File: config.mk
export PLATFORM = sky130hd
export DESIGN_NAME = blinker_sequencer
export DESIGN_NICKNAME = d
export VERILOG_FILES = /design/src/rtl/blinker_sequencer.sv
export SDC_FILE = /design/constraint.sdc
export NUM_CORES = 1
export LEC_CHECK = 0
export BUFFER_PORTS_ARGS = -buffer_cell sky130_fd_sc_hd__buf_4
export CAP_MARGIN = 20
export CORE_ASPECT_RATIO = 1.5
export CORE_MARGIN = 2
export CORE_UTILIZATION = 40
export DETAILED_ROUTE_END_ITERATION = 8
export GPL_TIMING_DRIVEN = 0
export PLACE_DENSITY = 0.6
export SYNTH_ARGS = -nofsm -noshare
export SYNTH_HDL_FRONTEND = slang
export SYNTH_SLANG_ARGS = --single-unit
File: constraint.sdc
create_clock -name system1000 -period 2.1 [get_ports system1000]
set_input_delay 0.42 -clock system1000 [delete_from_list [all_inputs] [get_ports system1000]]
set_output_delay 0.42 -clock system1000 [all_outputs]
set_load 0.03 [all_outputs]
File: src/rtl/blinker_sequencer.sv
// Blink-burst controller: a wrap-at-TICK_MAX prescaler times ON/OFF phases
// for a latched number of blinks, then pulses done for one cycle.
module blinker_sequencer #(
    parameter int unsigned CNT_W    = 26,
    parameter int unsigned TICK_MAX = 52428800,
    parameter int unsigned LEN_W    = 4
) (
    input  logic             system1000,
    input  logic             system1000_rstn,
    input  logic             start_i,
    input  logic             abort_i,
    input  logic [LEN_W-1:0] count_i,
    input  logic [LEN_W-1:0] on_len_i,
    input  logic [LEN_W-1:0] off_len_i,
    output logic             led_o,
    output logic             busy_o,
    output logic             done_o,
    output logic             tick_o
);

    typedef enum logic [1:0] {
        S_IDLE,
        S_ON,
        S_OFF,
        S_DONE
    } state_t;

    localparam logic [CNT_W-1:0] TICK_TERM = CNT_W'(TICK_MAX);
    localparam logic [LEN_W-1:0] LEN_ONE   = LEN_W'(1);

    state_t             state;
    logic [CNT_W-1:0]   presc;
    logic [LEN_W-1:0]   remaining;
    logic [LEN_W-1:0]   on_len;
    logic [LEN_W-1:0]   off_len;
    logic [LEN_W-1:0]   phase;
    logic               active;
    logic               tick;
    logic [LEN_W-1:0]   on_eff;
    logic [LEN_W-1:0]   off_eff;

    // Zero-length phases are stretched to one tick.
    always_comb begin
        on_eff  = (on_len_i  == '0) ? LEN_ONE : on_len_i;
        off_eff = (off_len_i == '0) ? LEN_ONE : off_len_i;
    end

    assign active = (state == S_ON) || (state == S_OFF);
    assign tick   = active && (presc == TICK_TERM);

    assign led_o  = (state == S_ON);
    assign busy_o = (state != S_IDLE);
    assign done_o = (state == S_DONE);
    assign tick_o = tick;

    always_ff @(posedge system1000 or negedge system1000_rstn) begin
        if (!system1000_rstn) begin
            state     <= S_IDLE;
            presc     <= '0;
            remaining <= '0;
            on_len    <= '0;
            off_len   <= '0;
            phase     <= '0;
        end else if (abort_i) begin
            state <= S_IDLE;
            presc <= '0;
        end else begin
            case (state)
                S_IDLE: begin
                    presc <= '0;
                    if (start_i) begin
                        if (count_i != '0) begin
                            remaining <= count_i;
                            on_len    <= on_eff;
                            off_len   <= off_eff;
                            phase     <= on_eff;
                            state     <= S_ON;
                        end else begin
                            state <= S_DONE;
                        end
                    end
                end
                S_ON: begin
                    presc <= tick ? '0 : presc + 1'b1;
                    if (tick) begin
                        if (phase == LEN_ONE) begin
                            phase <= off_len;
                            state <= S_OFF;
                        end else begin
                            phase <= phase - 1'b1;
                        end
                    end
                end
                S_OFF: begin
                    presc <= tick ? '0 : presc + 1'b1;
                    if (tick) begin
                        if (phase == LEN_ONE) begin
                            if (remaining == LEN_ONE) begin
                                state <= S_DONE;
                            end else begin
                                remaining <= remaining - 1'b1;
                                phase     <= on_len;
                                state     <= S_ON;
                            end
                        end else begin
                            phase <= phase - 1'b1;
                        end
                    end
                end
                S_DONE: begin
                    presc <= '0;
                    state <= S_IDLE;
                end
                default: begin
                    presc <= '0;
                    state <= S_IDLE;
                end
            endcase
        end
    end

endmodule

==> metrics.txt, run 1 <==
DR iter-0 viols=84; highest metal used=met4; HPWL Detailed=3.99 mm; Post-DRT Antenna Nets=0; Final Max Slew Viols=0; FMAX=437 MHz; Final Setup Violations=25; Worst EP arrival=between 1.5 and 2 ns; largest net degree at the start of global routing=45; Largest stage delay, worst path=0.46 ns; core area=6170 um^2; total power per unit cell area=1030 nW/um^2; Slowest-stage cell, CP=dfrtp_1; Final Cycle Share=109%; Metal-1 WL=between 2 and 2.5 mm; WL final=around 5.6 mm; #FFs+latches synth=44; clock buffer depth=2; drt pass-1 iters=4; initial antenna violation count=0; global-route wire length before repair=between 9 and 10 mm; share of layout cells above drive strength 1=a little under a quarter; Seq/Total Area, Yosys=43.2%; diode count=0; IO Port Bufs=18; synthesized area=roughly 2500 um^2; H-tree Lvls=2; RSZ-0062 raised after global routing=true; final net count=327; Synth Warn #=0; die area=7040 um^2; P&R area growth vs syn=20.4%; Hold Path Class=primary input to asynchronous set/reset pin; Slew HR=between 50% and 60%; Post-CTS Hold Buffers=0; worst vdd ir=between 0.0002 and 0.0003 V; distinct cell type count after synthesis=51; worst-skew pair later-pin latency=approximately 0.29 ns; most common cell after layout, fill and taps aside=dfrtp_1; Via density=5.49; CTS buffer count=5; Crit Path Class=flip-flop to primary output; WL met2=3.00 mm; worst slew pin tran=between 0.7 and 0.8 ns; PnR worst setup slack=-0.186 ns; Tmin final=2.29 ns; I/O pins=20; Max Cap Viol=0; P_leak=between 0.001 and 0.0015 uW; vias in the first global route=2109; Setup TNS=-0.927 ns; GR Util All Layers=17.0%; CTS tree=built; CTS Sinks=44; worst clock skew=0.00705 ns; DRC=0; Clock transition at path regs=0.08 ns; Critical Path, Cell by Cell=nor4_1, nand4_1, nor3_4, buf_6; Syn Nets=just under 300; met3 WL=153 um; asr flop ratio synth=100%; status=complete, but fails checks; failing checks=negative setup slack; global route overflow=0; crit-path max FO=6; number of flops mapped to enable cells by yosys=0; Initial Util=41.3%; setup slack at placement=-0.556 ns; most frequent cells in the layout=dfrtp_1, nor2_1, buf_4; WL/cell=15.0 um; RD Place Congestion=0.851; Clock Root Buffer=clkbuf_8; Vias=2060; CP Launch Type=flip-flop; Crit. End Element=primary output; row count=35; Post-Synthesis Cells=about 270; worst path required time=1.68 ns; Post-Syn Area per Cell=9.62 um^2; die width=between 60 and 70 um; top_reg_cell synth=dfrtp_1; Chip Height=102 um; Hold Vio Cnt, Final=0
-- registers in the layout, indices dropped and copies added, names as in the netlist --
register,cells
phase,4
on_len,4
off_len,4
presc,26
remaining,4
state,2
-- cell type report --
class / count / area [um^2]
Fill cell: 593 / 3110
Multi-Input combinational cell: 197 / 1450
Sequential cell: 44 / 1100
Timing Repair Buffer: 30 / 233
Tap cell: 74 / 92.6
Clock buffer: 6 / 72.6
Buffer: 8 / 61.3
Inverter: 15 / 56.3
Clock inverter: 1 / 5.00
-- cell families (layout without fill, tap and decap cells) --
group	count (synthesis)	after routing	synth area share, %
xor gates and xnor gates	24	24	8.24
AOI/OAI and AO/OA	36	36	10.6
adders and majority gates	10	10	4.91
and+or+nand+nor	115	115	24.0
DFF	44	44	43.2
buffers and inverters	24	60	3.88
muxes	12	12	5.15
-- metrics by stage --
stage / std cells / utilization, % / total power, uW / hold slack, ns / cell area [um^2]
after floorplan: 265 / - / 2150 / 0.124 / 2600
after global placement: 357 / 45.8 / 2460 / 0.451 / 2830
after detailed placement: 357 / 45.8 / 2490 / 0.461 / 2830
after CTS: 373 / 48.6 / 3110 / 0.133 / 3000
after global routing: 375 / 49.7 / 3390 / 0.167 / 3070
final: 375 / 49.7 / 3160 / 0.113 / 3070
-- worst paths after layout --
kind	endpoint	slack (ns)	startpoint	cells past startpoint
worst max-delay path	tick_o	-0.19	presc[10]	4
worst min-delay path	off_len[0]	0.11	system1000_rstn	1
worst max register to register	state[0]	-0.06	state[0]	8
worst min register to register	on_len[3]	0.50	on_len[3]	1
max in group asynchronous	presc[16]	1.59	system1000_rstn	1
min in group system1000	off_len[2]	0.37	off_len_i[2]	2
-- routing by layer --
layer	GRT usage, %	up-vias
met5	0	-
met4	6.94	0
met3	2.69	11
met2	31.3	32
met1	19.7	1008
li1	-	1009
-- synth_stat cells, types with 3 or more instances --
cell type | n | area share [%]
nand3_1 | 13 | 2.6
and3_1 | 4 | 0.98
nor4_1 | 3 | 0.74
mux2i_1 | 3 | 1.2
ha_1 | 10 | 4.9
inv_1 | 15 | 2.2
o21ai_0 | 8 | 1.6
clkbuf_1 | 4 | 0.59
nand4_1 | 10 | 2.5
nor2b_1 | 3 | 0.74
nor3_1 | 9 | 1.8
a21oi_1 | 5 | 0.98
nor3_2 | 3 | 1.2
a31oi_1 | 3 | 0.74
mux2_2 | 9 | 4.0
xnor2_1 | 8 | 2.7
buf_2 | 4 | 0.79
nor2_1 | 41 | 6.0
nand2_1 | 12 | 1.8
xor2_1 | 16 | 5.5
dfrtp_1 | 44 | 43
-- what timing repair did --
item / in CTS / in global routing
endpoints found under the setup margin: 37 / 37
buffers inserted: 10 / 2
gates cloned: 0 / 0
pin swaps: 5 / 6
endpoints found under the hold margin: 0 / 0
gates resized for setup: 9 / 12
-- worst max-delay path, delay by kind of cell, from the launching register on --
| kind | cells | cell delay, ns |
|---|---|---|
| flip-flops | 1 | 0.46 |
| buffers and inverters | 1 | 0.16 |
| AND/OR/NAND/NOR | 3 | 0.96 |
-- report_power, final --
group | switching, uW | total [uW] | internal [uW] | leakage, uW
Sequential | 143 | 1170 | 1030 | 0.000577
Combinational | 786 | 1480 | 692 | 0.000668
Clock | 280 | 507 | 227 | 0.0000410
Total | 1210 | 3160 | 1950 | 0.00129
(Power assumes the default switching activity.)
==> run 2, diff against run 1 <==
SETUP_SLACK_MARGIN = 0.05   (was not set)
==> metrics.txt, run 2 (synthesis results as in run 1) <==
H-tree Lvls=2; Clock transition at path regs=0.08 ns; row count=35; worst-skew pair later-pin latency=0.30 ns; crit path buf inv count=7; Chip Height=102 um; PnR worst setup slack=-0.227 ns; Reg with most FFs=presc; WL/cell=15.6 um; DR iter-0 viols=146; largest net degree at the start of global routing=45; Multi-input gate area=about 1600 um^2; Final Setup Violations=9; Vias=2170; CP Launch Type=flip-flop; register area=1100 um^2; CTS Sinks=44; crit-path leading delay family=buffers and inverters; worst clock skew=roughly 0.0058 ns; vias in the first global route=2213; I/O pins=20; CTS buffer count=5; Crit. End Element=flip-flop; HPWL Detailed=~4 mm; Max Cap Viol=0; P&R area growth vs syn=29.6%; P_leak=0.00139 uW; Critical Path, Cell by Cell=inv_2, ha_4, nor4bb_4, nand4_1, buf_6, buf_6, buf_6, nor4_4, buf_4, buf_4, buf_4, o221ai_2, o31ai_1; Post-DRT Antenna Nets=0; Hold Vio Cnt, Final=0; most frequent cells in the layout=dfrtp_1, nor2_1, buf_4; die width=69.2 um; most common cell after layout, fill and taps aside=dfrtp_1; total power per unit cell area=between 1000 and 1500 nW/um^2; GR Util All Layers=17.7%; Clock Root Buffer=clkbuf_8; initial antenna violation count=0; Final Cycle Share=111%; Worst EP arrival=~2.5 ns; flop2flop setup slack=-0.23 ns; worst path required time=between 2 and 2.5 ns; Slowest-stage cell, CP=dfrtp_1; RD Place Congestion=0.833; CTS tree=built; share of layout cells above drive strength 1=31.7%; clock buffer depth=2; diode count=0; filler instances=558; worst slew pin tran=slightly above 0.7 ns; Largest stage delay, worst path=~0.39 ns; Setup TNS=-1.07 ns; crit-path max FO=2; worst vdd ir=approximately 0.0004 V; final net count=337; core area=around 6000 um^2; die area=7040 um^2; global-route wire length before repair=10.0 mm; DRC=0; global route overflow=0; RSZ-0062 raised after global routing=true; setup slack at placement=-0.501 ns; Final Max Slew Viols=0; drt pass-1 iters=4; Via density=approximately 5.6; WL final=between 6 and 7 mm; FMAX=roughly 430 MHz; Pwr Total=3400 uW; Tmin final=2.33 ns; status=complete, but fails checks; Hold Path Class=primary input to asynchronous set/reset pin; failing checks=negative setup slack; Initial Util=41.3%; Slew HR=51.9%; IO Port Bufs=18; max reg flops=26; Crit Path Class=flip-flop to flip-flop
[run 2: cell types whose count changed in the layout (fill, tap and decap cells not counted), moves of 2 or more]
cell | before | now
inv_2 | 2 | 4
nor3_2 | 3 | 1
nor4_4 | 0 | 2
ha_1 | 8 | 6
nor2_1 | 41 | 34
inv_1 | 13 | 11
buf_8 | 0 | 2
nor2_4 | 0 | 4
buf_4 | 28 | 34
nor2_2 | 0 | 3
[run 2: repair_timing]
item | in CTS | in global routing
buffers inserted | 17 | 5
gates resized for setup | 20 | 29
pin swaps | 10 | 7
hold buffers | 0 | 0
endpoints found under the setup margin | 37 | 37
cloned | 0 | 0
hold endpoints to repair | 0 | 0
[run 2: path summary, 6_finish.rpt]
| check | startpoint | endpoint | cells after the start |
|---|---|---|---|
| worst max-delay path | state[1] | state[1] | 13 |
| worst min-delay path | system1000_rstn | off_len[0] | 1 |
| worst max register to register | state[1] | state[1] | 13 |
| worst min register to register | on_len[3] | on_len[3] | 1 |
| max in group asynchronous | system1000_rstn | presc[10] | 1 |
| min in group system1000 | off_len_i[2] | off_len[2] | 2 |
[run 2: layer usage]
layer | vias up | GRT usage (%) | part of all wire, %
met4 | 0 | 8.14 | 1.7
met1 | 1083 | 19.8 | 41
met2 | 36 | 32.7 | 55
met5 | - | 0 | 0
li1 | 1040 | - | -
met3 | 11 | 3.08 | 2.5
[run 2: per-stage QoR]
| stage | hold slack [ns] | instances | util (%) | instance area, um^2 |
|---|---|---|---|---|
| CTS | 0.132 | 381 | 50.8 | 3130 |
| detailed placement | 0.462 | 357 | 45.9 | 2830 |
| floorplan | 0.124 | 265 | - | 2610 |
| global placement | 0.461 | 357 | 45.9 | 2830 |
| finish | 0.111 | 386 | 53.5 | 3300 |
| global route | 0.141 | 386 | 53.5 | 3300 |
[run 2: area by class of cell]
class | instances | area share, %
timing repair buffer | 40 | 10.0
clock inverter | 2 | 0.303
clock buffer | 6 | 2.50
multi-input combinational | 197 | 47.2
tap | 74 | 2.80
buffer | 8 | 2.08
inverter | 15 | 1.70
sequential | 44 | 33.4
[run 2: where the power goes]
| group | switching, uW | internal [uW] | leakage [uW] |
|---|---|---|---|
| clock | 290 | 263 | 0.0000510 |
| combinational | 857 | 795 | 0.000763 |
| sequential | 163 | 1030 | 0.000575 |
| total | 1310 | 2090 | 0.00139 |
